**src/rtl/inst_fetch_if.sv**
```systemverilog
// rtl/inst_fetch_if.sv - instruction fetch bus: ROM port, pipeline control and IF/ID slot
interface inst_fetch_if;
  logic [11:0] rom_addr;
  logic [31:0] rom_inst;
  logic        stall;
  logic        redirect_valid;
  logic [31:0] redirect_pc;
  logic        if_id_valid;
  logic [31:0] if_id_pc;
  logic [31:0] if_id_pc4;
  logic [31:0] if_id_inst;
  logic        if_id_oob;
  logic        if_id_fault;

  // Fetch unit side
  modport master (
    output rom_addr,
    input  rom_inst,
    input  stall,
    input  redirect_valid,
    input  redirect_pc,
    output if_id_valid,
    output if_id_pc,
    output if_id_pc4,
    output if_id_inst,
    output if_id_oob,
    output if_id_fault
  );

  // ROM / decode / branch unit side
  modport slave (
    input  rom_addr,
    output rom_inst,
    output stall,
    output redirect_valid,
    output redirect_pc,
    input  if_id_valid,
    input  if_id_pc,
    input  if_id_pc4,
    input  if_id_inst,
    input  if_id_oob,
    input  if_id_fault
  );
endinterface

```
**src/rtl/inst_fetch.sv**
```systemverilog
// rtl/inst_fetch.sv - single-issue instruction fetch stage with IF/ID register; optional misalign trap via IFETCH_MISALIGN_TRAP_EN
module inst_fetch #(
  parameter logic [31:0] RESET_PC  = 32'h0000_0000,
  parameter int          ROM_WORDS = 128
) (
  input  logic              clk,
  input  logic              reset,
  inst_fetch_if.master      bus
);

  localparam logic [31:0] NOP         = 32'h0000_0013;
  localparam logic [29:0] ROM_WORDS_W = 30'(ROM_WORDS);

`ifdef IFETCH_MISALIGN_TRAP_EN
  typedef enum logic {
    ST_RUN   = 1'b0,
    ST_FAULT = 1'b1
  } state_e;

  state_e state_q, state_d;
  logic   issued_q, issued_d;
  logic   fault_q, fault_d;
`endif

  logic [31:0] pc_q, pc_d;
  logic        valid_q, valid_d;
  logic [31:0] slot_pc_q, slot_pc_d;
  logic [31:0] slot_pc4_q, slot_pc4_d;
  logic [31:0] inst_q, inst_d;
  logic        oob_q, oob_d;
  logic        fetch_oob;
  logic [31:0] fetch_inst;

  // Word index beyond the ROM returns a NOP flagged out-of-bounds
  always_comb begin
    fetch_oob  = (pc_q[31:2] >= ROM_WORDS_W);
    fetch_inst = fetch_oob ? NOP : bus.rom_inst;
  end

  // Next PC / IF/ID slot: redirect beats stall, stall beats advance
  always_comb begin
    pc_d       = pc_q;
    valid_d    = valid_q;
    slot_pc_d  = slot_pc_q;
    slot_pc4_d = slot_pc4_q;
    inst_d     = inst_q;
    oob_d      = oob_q;
`ifdef IFETCH_MISALIGN_TRAP_EN
    state_d  = state_q;
    issued_d = issued_q;
    fault_d  = fault_q;
`endif
    if (bus.redirect_valid) begin
      valid_d = 1'b0;
`ifdef IFETCH_MISALIGN_TRAP_EN
      pc_d     = bus.redirect_pc;
      issued_d = 1'b0;
      state_d  = (bus.redirect_pc[1:0] != 2'b00) ? ST_FAULT : ST_RUN;
`else
      // Low bits dropped so the PC can never become misaligned
      pc_d = bus.redirect_pc & ~32'h3;
`endif
    end else if (!bus.stall) begin
`ifdef IFETCH_MISALIGN_TRAP_EN
      if (state_q == ST_FAULT) begin
        // One faulting slot reports the bad PC, then the stage goes quiet
        if (!issued_q) begin
          valid_d    = 1'b1;
          slot_pc_d  = pc_q;
          slot_pc4_d = pc_q + 32'd4;
          inst_d     = NOP;
          oob_d      = 1'b0;
          fault_d    = 1'b1;
          issued_d   = 1'b1;
        end else begin
          valid_d = 1'b0;
        end
      end else
`endif
      begin
        valid_d    = 1'b1;
        slot_pc_d  = pc_q;
        slot_pc4_d = pc_q + 32'd4;
        inst_d     = fetch_inst;
        oob_d      = fetch_oob;
        pc_d       = pc_q + 32'd4;
`ifdef IFETCH_MISALIGN_TRAP_EN
        fault_d    = 1'b0;
`endif
      end
    end
  end

  // State registers with synchronous reset
  always_ff @(posedge clk) begin
    if (reset) begin
      pc_q       <= RESET_PC;
      valid_q    <= 1'b0;
      slot_pc_q  <= 32'h0;
      slot_pc4_q <= 32'h0;
      inst_q     <= NOP;
      oob_q      <= 1'b0;
`ifdef IFETCH_MISALIGN_TRAP_EN
      state_q    <= ST_RUN;
      issued_q   <= 1'b0;
      fault_q    <= 1'b0;
`endif
    end else begin
      pc_q       <= pc_d;
      valid_q    <= valid_d;
      slot_pc_q  <= slot_pc_d;
      slot_pc4_q <= slot_pc4_d;
      inst_q     <= inst_d;
      oob_q      <= oob_d;
`ifdef IFETCH_MISALIGN_TRAP_EN
      state_q    <= state_d;
      issued_q   <= issued_d;
      fault_q    <= fault_d;
`endif
    end
  end

  assign bus.rom_addr    = pc_q[11:0];
  assign bus.if_id_valid = valid_q;
  assign bus.if_id_pc    = slot_pc_q;
  assign bus.if_id_pc4   = slot_pc4_q;
  assign bus.if_id_inst  = inst_q;
  assign bus.if_id_oob   = oob_q;
`ifdef IFETCH_MISALIGN_TRAP_EN
  assign bus.if_id_fault = fault_q;
`else
  assign bus.if_id_fault = 1'b0;
`endif

endmodule

```
**src/flat_wrapper.sv**
```systemverilog
// flat-port wrapper written by rule: the top's interface ports become plain ports
module inst_fetch_flat 
#(
  parameter logic [31:0] RESET_PC  = 32'h0000_0000,
  parameter int          ROM_WORDS = 128
)
  (clk, reset, bus_rom_addr, bus_rom_inst, bus_stall, bus_redirect_valid, bus_redirect_pc, bus_if_id_valid, bus_if_id_pc, bus_if_id_pc4, bus_if_id_inst, bus_if_id_oob, bus_if_id_fault);
  inst_fetch_if bus_i ();
  input  logic clk;
  input  logic reset;
  output wire logic [$bits(bus_i.rom_addr)-1:0] bus_rom_addr;
  input wire logic [$bits(bus_i.rom_inst)-1:0] bus_rom_inst;
  input wire logic [$bits(bus_i.stall)-1:0] bus_stall;
  input wire logic [$bits(bus_i.redirect_valid)-1:0] bus_redirect_valid;
  input wire logic [$bits(bus_i.redirect_pc)-1:0] bus_redirect_pc;
  output wire logic [$bits(bus_i.if_id_valid)-1:0] bus_if_id_valid;
  output wire logic [$bits(bus_i.if_id_pc)-1:0] bus_if_id_pc;
  output wire logic [$bits(bus_i.if_id_pc4)-1:0] bus_if_id_pc4;
  output wire logic [$bits(bus_i.if_id_inst)-1:0] bus_if_id_inst;
  output wire logic [$bits(bus_i.if_id_oob)-1:0] bus_if_id_oob;
  output wire logic [$bits(bus_i.if_id_fault)-1:0] bus_if_id_fault;
  assign bus_rom_addr = bus_i.rom_addr;
  assign bus_i.rom_inst = bus_rom_inst;
  assign bus_i.stall = bus_stall;
  assign bus_i.redirect_valid = bus_redirect_valid;
  assign bus_i.redirect_pc = bus_redirect_pc;
  assign bus_if_id_valid = bus_i.if_id_valid;
  assign bus_if_id_pc = bus_i.if_id_pc;
  assign bus_if_id_pc4 = bus_i.if_id_pc4;
  assign bus_if_id_inst = bus_i.if_id_inst;
  assign bus_if_id_oob = bus_i.if_id_oob;
  assign bus_if_id_fault = bus_i.if_id_fault;
  inst_fetch #(.RESET_PC(RESET_PC), .ROM_WORDS(ROM_WORDS)) u_core (.clk(clk), .reset(reset), .bus(bus_i));
endmodule
```
**config.mk**
```make
export PLATFORM = sky130hd
export DESIGN_NAME = inst_fetch_flat
export DESIGN_NICKNAME = d
export VERILOG_FILES = /design/src/rtl/inst_fetch_if.sv /design/src/rtl/inst_fetch.sv /design/src/flat_wrapper.sv
export SDC_FILE = /design/constraint.sdc
export NUM_CORES = 1
export LEC_CHECK = 0
export ABC_CLOCK_PERIOD_IN_PS = 2300
export CORE_MARGIN = 4
export CORE_UTILIZATION = 45
export CTS_CLUSTER_DIAMETER = 60
export DETAILED_ROUTE_END_ITERATION = 7
export GPL_ROUTABILITY_DRIVEN = 0
export PLACE_DENSITY = 0.84
export SKIP_CTS_REPAIR_TIMING = 1
export SKIP_LAST_GASP = 1
export SLEW_MARGIN = 20
export SYNTH_ARGS = -nofsm -noshare
export SYNTH_HDL_FRONTEND = slang
export SYNTH_SLANG_ARGS = --single-unit
```
**constraint.sdc**
```tcl
create_clock -name clk -period 2.3 [get_ports clk]
set_clock_uncertainty 0.1 [all_clocks]
set_input_delay 0.46 -clock clk [delete_from_list [all_inputs] [get_ports clk]]
set_output_delay 0.46 -clock clk [all_outputs]
set_load 0.02 [all_outputs]
```
==> results summary, run 1 <==
The flow ran to the end, and the final reports show no timing, DRC or antenna violations. The overall power of the completed layout came out at between 0.005 and 0.006 W. In this run the worst hold path is classified as primary input to flop. In this run the vertical extent of the chip is 123.0 um. After the first detailed-routing iteration, the DRC count stood at 579. The detail-routed net length per standard cell is roughly 17 um. The share of the synthesized area in the top cell type is 0.4174. The busiest layer in global routing is met2. The number of cells produced by synthesis came out at 760. The clock period minus worst slack came out at 2234 ps.

The peak fanout along the critical path came out at 10. The total CTS buffers is 17. Dividing the final minimum period by the clock period gives 0.9712.

The worst-skew pair later-pin latency came out at ~420 ps. The biggest area contributor in the post-synthesis netlist is sky130_fd_sc_hd__dfxtp_1. Entering global routing, the biggest net connects 77 pins. The number of iterations in the first detailed-routing pass is 5.

At the end of the flow the core is filled with cells to 0.6726. Of the cells placed in the final design, the portion with a size suffix greater than 1 is 0.1054. The slowest stage of the critical path is the sky130_fd_sc_hd__or4_1 cell. For this run, the number of Yosys warnings is 0. The total overflow left after global routing is 0.

The combined area of all synthesized cells is 5947 um2. The growth of design area from synthesis to finish came out at 44.48%. During I/O placement, the number of pins put on the boundary was 179. The number of max-slew violations in the final report came out at 0. The most used flip-flop cell after synthesis is sky130_fd_sc_hd__dfxtp_1. Once detailed placement completed, the half-perimeter wirelength came to about 13 mm. Counting both buffers and inverters, the worst setup path holds a total of 0.

The met2 routing resource usage after global routing came out at 0.3953. The area of the die is between 15000 and 20000 um2. At the placement stage, the worst setup path has a slack of -94.42 ps. The net count of the finished layout is 997. The summed negative setup slack over all endpoints is 0 ps. The count of inserted antenna diode cells is 0. The critical path goes through nand3_1 > or4_1 > or4_1 > o211ai_1.

The initial core utilization came out at 0.4656. On the critical path the largest part of the delay comes from simple AND/OR/NAND/NOR gates. Sorting the synthesized cells by area gives the leading types as sky130_fd_sc_hd__dfxtp_1 42%, sky130_fd_sc_hd__nand2_1 7.0%, sky130_fd_sc_hd__nor2_1 5.9%. Once detail routing completed, the nets flagged for antenna violations numbered 0. STA classifies the critical path startpoint as a flop.

The total count of hold-check failures in the final report came to 0. The slack of the critical path is between 60 and 70 ps. The critical path is of the flop to flop type. For met1 alone, demand over resource in global routing was 0.3086. The stage delay of the slowest cell on the critical path came out at 650 ps.

In the routed design, unresolved DRC markers number 0. The initial antenna violation count came out at 0. Across all hold checks on the routed design, the worst slack comes to 308.3 ps. For this run, the top clock speed supported by timing is 0.4477 GHz. The share of the yosys chip area belonging to registers came out at 0.4174. The number of buffers on the longest clock path came out at 2. The all-layer global routing usage is 0.2490. Across all layers, the routed design uses 6233 vias.

The worst-case IR drop observed on VDD is 481.0 uV. The number of enable flip-flop cells after synthesis is 0. In this run the mean area of a mapped cell was 7.825 um2. Data on the critical path is required at its endpoint by about 2500 ps. Across the run, the number of max-cap violations was 0. The standby leakage power came out at 3.121 nW. The total of buffers placed on input and output ports is 169.

After synthesis, the share of flip-flops with an asynchronous set or reset is 0. The number of core rows is 41. The first-pass GRT wire length is 29.78 mm. The clock net in this run drives a total of 124 sinks. The clock root buffer master is sky130_fd_sc_hd__clkbuf_16. Counting stages on the worst path, the most repeated cell is sky130_fd_sc_hd__or4_1. The setup violation total in the final timing report is 0. The number of unique standard cell types used by synthesis came out at 47. The met3 track demand over resource came out at 0.09424. Setup repair after global routing left no endpoint under its margin. The routed design has 18.82 mm of wire. The clock-pin transition on the worst setup and hold timing paths is about 60 ps. The number of global-route vias before repair was 6010.

The deepest level of the CTS H-tree is 4. The flip-flop and latch count after synthesis came out at 124. STA puts the critical path data arrival time at 2470 ps. The width of the chip is approximately 120 um. After detailed routing, the number of vias per cell comes to 5.610. Power spread over the standard cell area amounts to 655.4 nW/um2. TritonCTS built the clock tree.

The placeable core region is between 10000 and 15000 um2. The kind of end point of the critical path is a flop.
state kept, by name, indices dropped and copies added (netlist names):
signal / flops
u_core.bus.if_id_inst: 32
u_core.bus.if_id_oob: 1
u_core.bus.if_id_pc: 30
u_core.bus.if_id_pc4: 30
u_core.bus.if_id_valid: 1
u_core.pc_q: 30
logic make-up after synthesis:
kind of cell | after synthesis | synth area share
simple gates | 333 | 0.2668
buf+inv | 127 | 0.09489
xor+xnor | 20 | 0.02946
other cells | 1 | 0.0006306
compound gates | 151 | 0.1833
fa+ha+maj | 2 | 0.004207
mux | 2 | 0.003366
flops | 124 | 0.4174
per-layer routing:
metal	routed length, um	vias to the layer above
met3	1925	40
met2	8715	318
li1	-	2973
met1	7749	2902
met5	0	-
met4	427	0
cell usage after synthesis, types with 9 or more instances:
cell type	count
sky130_fd_sc_hd__a21oi_1	41
sky130_fd_sc_hd__nand2_1	111
sky130_fd_sc_hd__o31a_1	30
sky130_fd_sc_hd__xnor2_1	18
sky130_fd_sc_hd__buf_4	17
sky130_fd_sc_hd__clkbuf_1	53
sky130_fd_sc_hd__and3_1	11
sky130_fd_sc_hd__or4_1	10
sky130_fd_sc_hd__a311oi_1	19
sky130_fd_sc_hd__a211oi_1	23
sky130_fd_sc_hd__buf_2	19
sky130_fd_sc_hd__nor2_1	94
sky130_fd_sc_hd__nor4_1	29
sky130_fd_sc_hd__nor3_1	14
sky130_fd_sc_hd__or3_1	12
sky130_fd_sc_hd__dfxtp_1	124
sky130_fd_sc_hd__inv_1	36
sky130_fd_sc_hd__o21ai_0	9
sky130_fd_sc_hd__nand3_1	17
through the flow:
step,instance area (um2),std cells
after floorplan,5969,766
after global placement,8045,1080
after detailed placement,8045,1080
after CTS,8592,1111
after global routing,8592,1111
final,8592,1111
power by group:
| part | leakage [nW] | internal [W] | switching, W | total [W] |
|---|---|---|---|---|
| registers | 1.01 | 0.00224 | 0.0000840 | 0.00232 |
| logic | 1.84 | 0.000379 | 0.000417 | 0.000797 |
| clock network | 0.266 | 0.00156 | 0.000957 | 0.00251 |
area by class of cell:
type / instances / area [um2]
clock buffers: 24 / 481.7
clock inverters: 7 / 65.06
fillers: 1017 / 4182
inverters: 36 / 135.1
multi-input cells: 515 / 2930
flip-flops and latches: 124 / 2482
well taps: 172 / 215.2
repair buffers: 233 / 2282
worst paths after layout:
path | from | to | slack, ps | cells past startpoint
worst max register to register | u_core.pc_q[17] | u_core.pc_q[28] | 70 | 4
worst min register to register | u_core.bus.if_id_pc[21] | u_core.bus.if_id_pc[21] | 350 | 2
worst max-delay path | u_core.pc_q[17] | u_core.pc_q[28] | 70 | 4
worst min-delay path | reset | u_core.bus.if_id_pc[28] | 310 | 2
placed cells by master, fill, tap and decap left out, types with 18 or more instances in the layout:
cell                              count
sky130_fd_sc_hd__a21oi_1             41
sky130_fd_sc_hd__clkdlybuf4s50_1    168
sky130_fd_sc_hd__nor4_1              29
sky130_fd_sc_hd__buf_4               56
sky130_fd_sc_hd__inv_1               36
sky130_fd_sc_hd__nor2_1              93
sky130_fd_sc_hd__o31a_1              30
sky130_fd_sc_hd__dfxtp_1            124
sky130_fd_sc_hd__a311oi_1            19
sky130_fd_sc_hd__nand2_1            111
sky130_fd_sc_hd__xnor2_1             18
sky130_fd_sc_hd__a211oi_1            23
Power figures use the tool's default switching activity.
==> run 2, diff against run 1 <==
--- a/config.mk
+++ b/config.mk
@@ -7,11 +7,11 @@
 export LEC_CHECK = 0
 export ABC_CLOCK_PERIOD_IN_PS = 2300
 export CORE_MARGIN = 4
-export CORE_UTILIZATION = 45
+export CORE_UTILIZATION = 40
 export CTS_CLUSTER_DIAMETER = 60
 export DETAILED_ROUTE_END_ITERATION = 7
 export GPL_ROUTABILITY_DRIVEN = 0
-export PLACE_DENSITY = 0.84
+export PLACE_DENSITY = 0.77
 export SKIP_CTS_REPAIR_TIMING = 1
 export SKIP_LAST_GASP = 1
 export SLEW_MARGIN = 20
==> run 2 against run 1 <==
- fmax grew 2.6%
- clock power up 9.2%
- largest cell class unchanged
- cell count is 1.4% higher
- setup slack better by 57 ps
- register-to-register slack better by 100 ps
- non-clock buffer count up 4
- power is 3.8% higher
- highest routed layer unchanged
- global-route usage is 3.4 points lower
- core utilization shrank 7.7 points
- design area increased by 0.71%
- routed wire length decreased by 3.0%
- sequential share of layout area fell by 0.20 points
==> results summary, run 2 (synthesis results as in run 1) <==
The run finished with clean final reports. The area of the die came out at 16880 um2 (+12%). The placement-stage cell area is 8053 um2 (about the same).

The number of global-route vias before repair came out at 5524 (-8.1%). The number of max-capacitance violations reported is 0 (unchanged). The maximum number of pins on one net before global-route repair is 86 (+12%). The share of layout cells above drive strength 1 came out at 0.1104 (+0.004972). The cell sitting at the root of the clock tree is a sky130_fd_sc_hd__clkbuf_16. The post-detailed-route via-to-cell ratio was 5.313 (-5.3%). The required time of the critical path came out at 1740 ps (-800 ps). The number of violations reported at the end of detailed-routing iteration 0 came out at 482 (-17%).

The stage delay of the slowest cell on the critical path came out at 610 ps (-40 ps). The deepest level of the CTS H-tree came out at 4 (unchanged). The die extent in y came out at 129.9 um (+5.7%).

The worst slack at placement is -40.17 ps (+54.25 ps). The peak supply drop is 466.3 uV (-3.1%). The number of core rows is 44 (+7.3%). The fraction of the cycle the final worst path needs came out at 0.9463 (-0.02488). The detail-routed net length per standard cell is 16.21 um (-4.3%). The worst-skew pair later-pin latency is 420 ps (about the same). The number of vias after detailed routing is 5983 (-4.0%). The placeable core region is 14530 um2 (+14%). The multi-input combinational cell area came out at 2930 um2 (unchanged). The remaining antenna violation count after routing is 0 (unchanged).

The first-pass GRT wire length came out at 28.91 mm (-2.9%). The library cells used most frequently in the layout, excluding fill and tap cells, are 168 x sky130_fd_sc_hd__clkdlybuf4s50_1, 124 x sky130_fd_sc_hd__dfxtp_1, 111 x sky130_fd_sc_hd__nand2_1. The all-layer global routing usage came out at 0.2152 (-0.03387). The kind of cell with the highest combined delay along the critical path is buffers and inverters. The width of the chip came out at 129.9 um (+5.7%). The count of inserted antenna diode cells came out at 0 (unchanged).

The total of buffers placed on input and output ports is 169 (unchanged). The power per cell area is 675.4 nW/um2 (+3.0%). The filler cell count is 1275 (+25%). The summed negative setup slack over all endpoints is 0 ps (unchanged). The critical path class is flop to primary output. The total count of hold-check failures in the final report came out at 0 (unchanged).

The CTS sink count is 124 (unchanged). The layout net count came out at 1001 (+0.40%). The overflow left after global routing came out at 0 (unchanged). The total CTS buffers came out at 17 (unchanged). The overall power of the completed layout is 0.005844 W (+3.8%). The post-route DRC violation count is 0 (unchanged).

The launching element type of the critical path is a flop. TritonCTS built the clock tree. The flip-flop count of the largest register after layout is 32 (unchanged). Leaving out fill and tap cells, the most frequent cell in the layout is sky130_fd_sc_hd__clkdlybuf4s50_1. The slack of the critical path came to 123.5 ps (+57.23 ps). The post-route standard cell area excluding fillers is 8653 um2 (+0.71%).

The slowest cell on the critical path is sky130_fd_sc_hd__clkdlybuf4s50_1. The initial core utilization came out at 0.4092 (-0.05639). The growth of design area from synthesis to finish came out at 45.51%. The data arrival time at the worst-slack endpoint was 1620 ps (-850 ps). The clock-pin transition on the worst setup and hold timing paths is 60 ps (about the same). The setup violation total in the final timing report came to 0 (unchanged). The number of instances in the placed design is 1096 (+1.5%). Setup repair after global routing left no endpoint under its margin. STA classifies the critical path endpoint as a primary output. The peak fanout along the critical path is 5 (-5). The initial antenna violation count came out at 0 (unchanged).

The area occupied by registers is 2482 um2 (unchanged). The number of buffers on the longest clock path came out at 2 (unchanged). The number of max-slew violations in the final report came out at 0 (unchanged). The clock period minus worst slack is 2177 ps (-57.23 ps). The number of iterations in the first detailed-routing pass was 5 (unchanged). The standby leakage power is 3.156 nW (+1.1%). The buffering stage count on the worst path with inverters included came out at 2 (+2).

The type of the tightest min-delay check is flop to flop. The final instance count without filler cells is 1126 (+1.4%). The half-perimeter wire length after detailed placement came out at 12.91 mm (-0.34%). The routed wire length came to 18.25 mm (-3.0%).

The top-level port count was 179 (unchanged). The maximum clock frequency came out at 0.4594 GHz (+2.6%). The signal on the critical path passes through buf_4 > clkdlybuf4s50_1.
==> run 2: final timing paths <==
kind / start / to / slack, ps / cells after the start
setup reg to reg: u_core.pc_q[19] / u_core.pc_q[28] / 170 / 4
setup / recovery: u_core.pc_q[9] / bus_rom_addr[9] / 120 / 2
hold reg to reg: u_core.bus.if_id_pc[23] / u_core.bus.if_id_pc[23] / 350 / 2
hold / removal: u_core.bus.if_id_pc[23] / u_core.bus.if_id_pc[23] / 350 / 2
==> run 2: worst register-to-register path, cell delays in order, from the launching register on <==
cell and delay [ps]:
sky130_fd_sc_hd__dfxtp_1 500, sky130_fd_sc_hd__nand3_1 180, sky130_fd_sc_hd__or4_1 630, sky130_fd_sc_hd__or4_1 540, sky130_fd_sc_hd__o211ai_1 100
==> run 2: final cells by class <==
cell class / instances / share of cell area
Clock inverter: 7 / 0.01301
Inverter: 36 / 0.01562
Sequential cell: 124 / 0.2869
Clock buffer: 23 / 0.05639
Timing Repair Buffer: 237 / 0.2629
Multi-Input combinational cell: 515 / 0.3386
Tap cell: 184 / 0.02660
==> run 2: per-stage QoR <==
| step | hold slack, ps | utilization |
|---|---|---|
| finish | 352.8 | 0.5954 |
| global route | 379.0 | 0.5954 |
| CTS | 357.0 | 0.5954 |
| detailed placement | 349.3 | 0.5541 |
| global placement | 340.8 | 0.5541 |
| floorplan | 386.5 | - |
==> run 2: layer usage <==
layer,track usage,wire [um],up-vias
li1,-,-,2983
met1,0.2868,7919,2739
met2,0.3291,8312,229
met3,0.07286,1649,32
met4,0.07029,371,0
met5,0,0,-
==> run 2: power breakdown <==
part           switching, W  internal, W
sequential        0.0000764      0.00224
clock              0.000942      0.00180
combinational      0.000413     0.000374
total               0.00143      0.00441
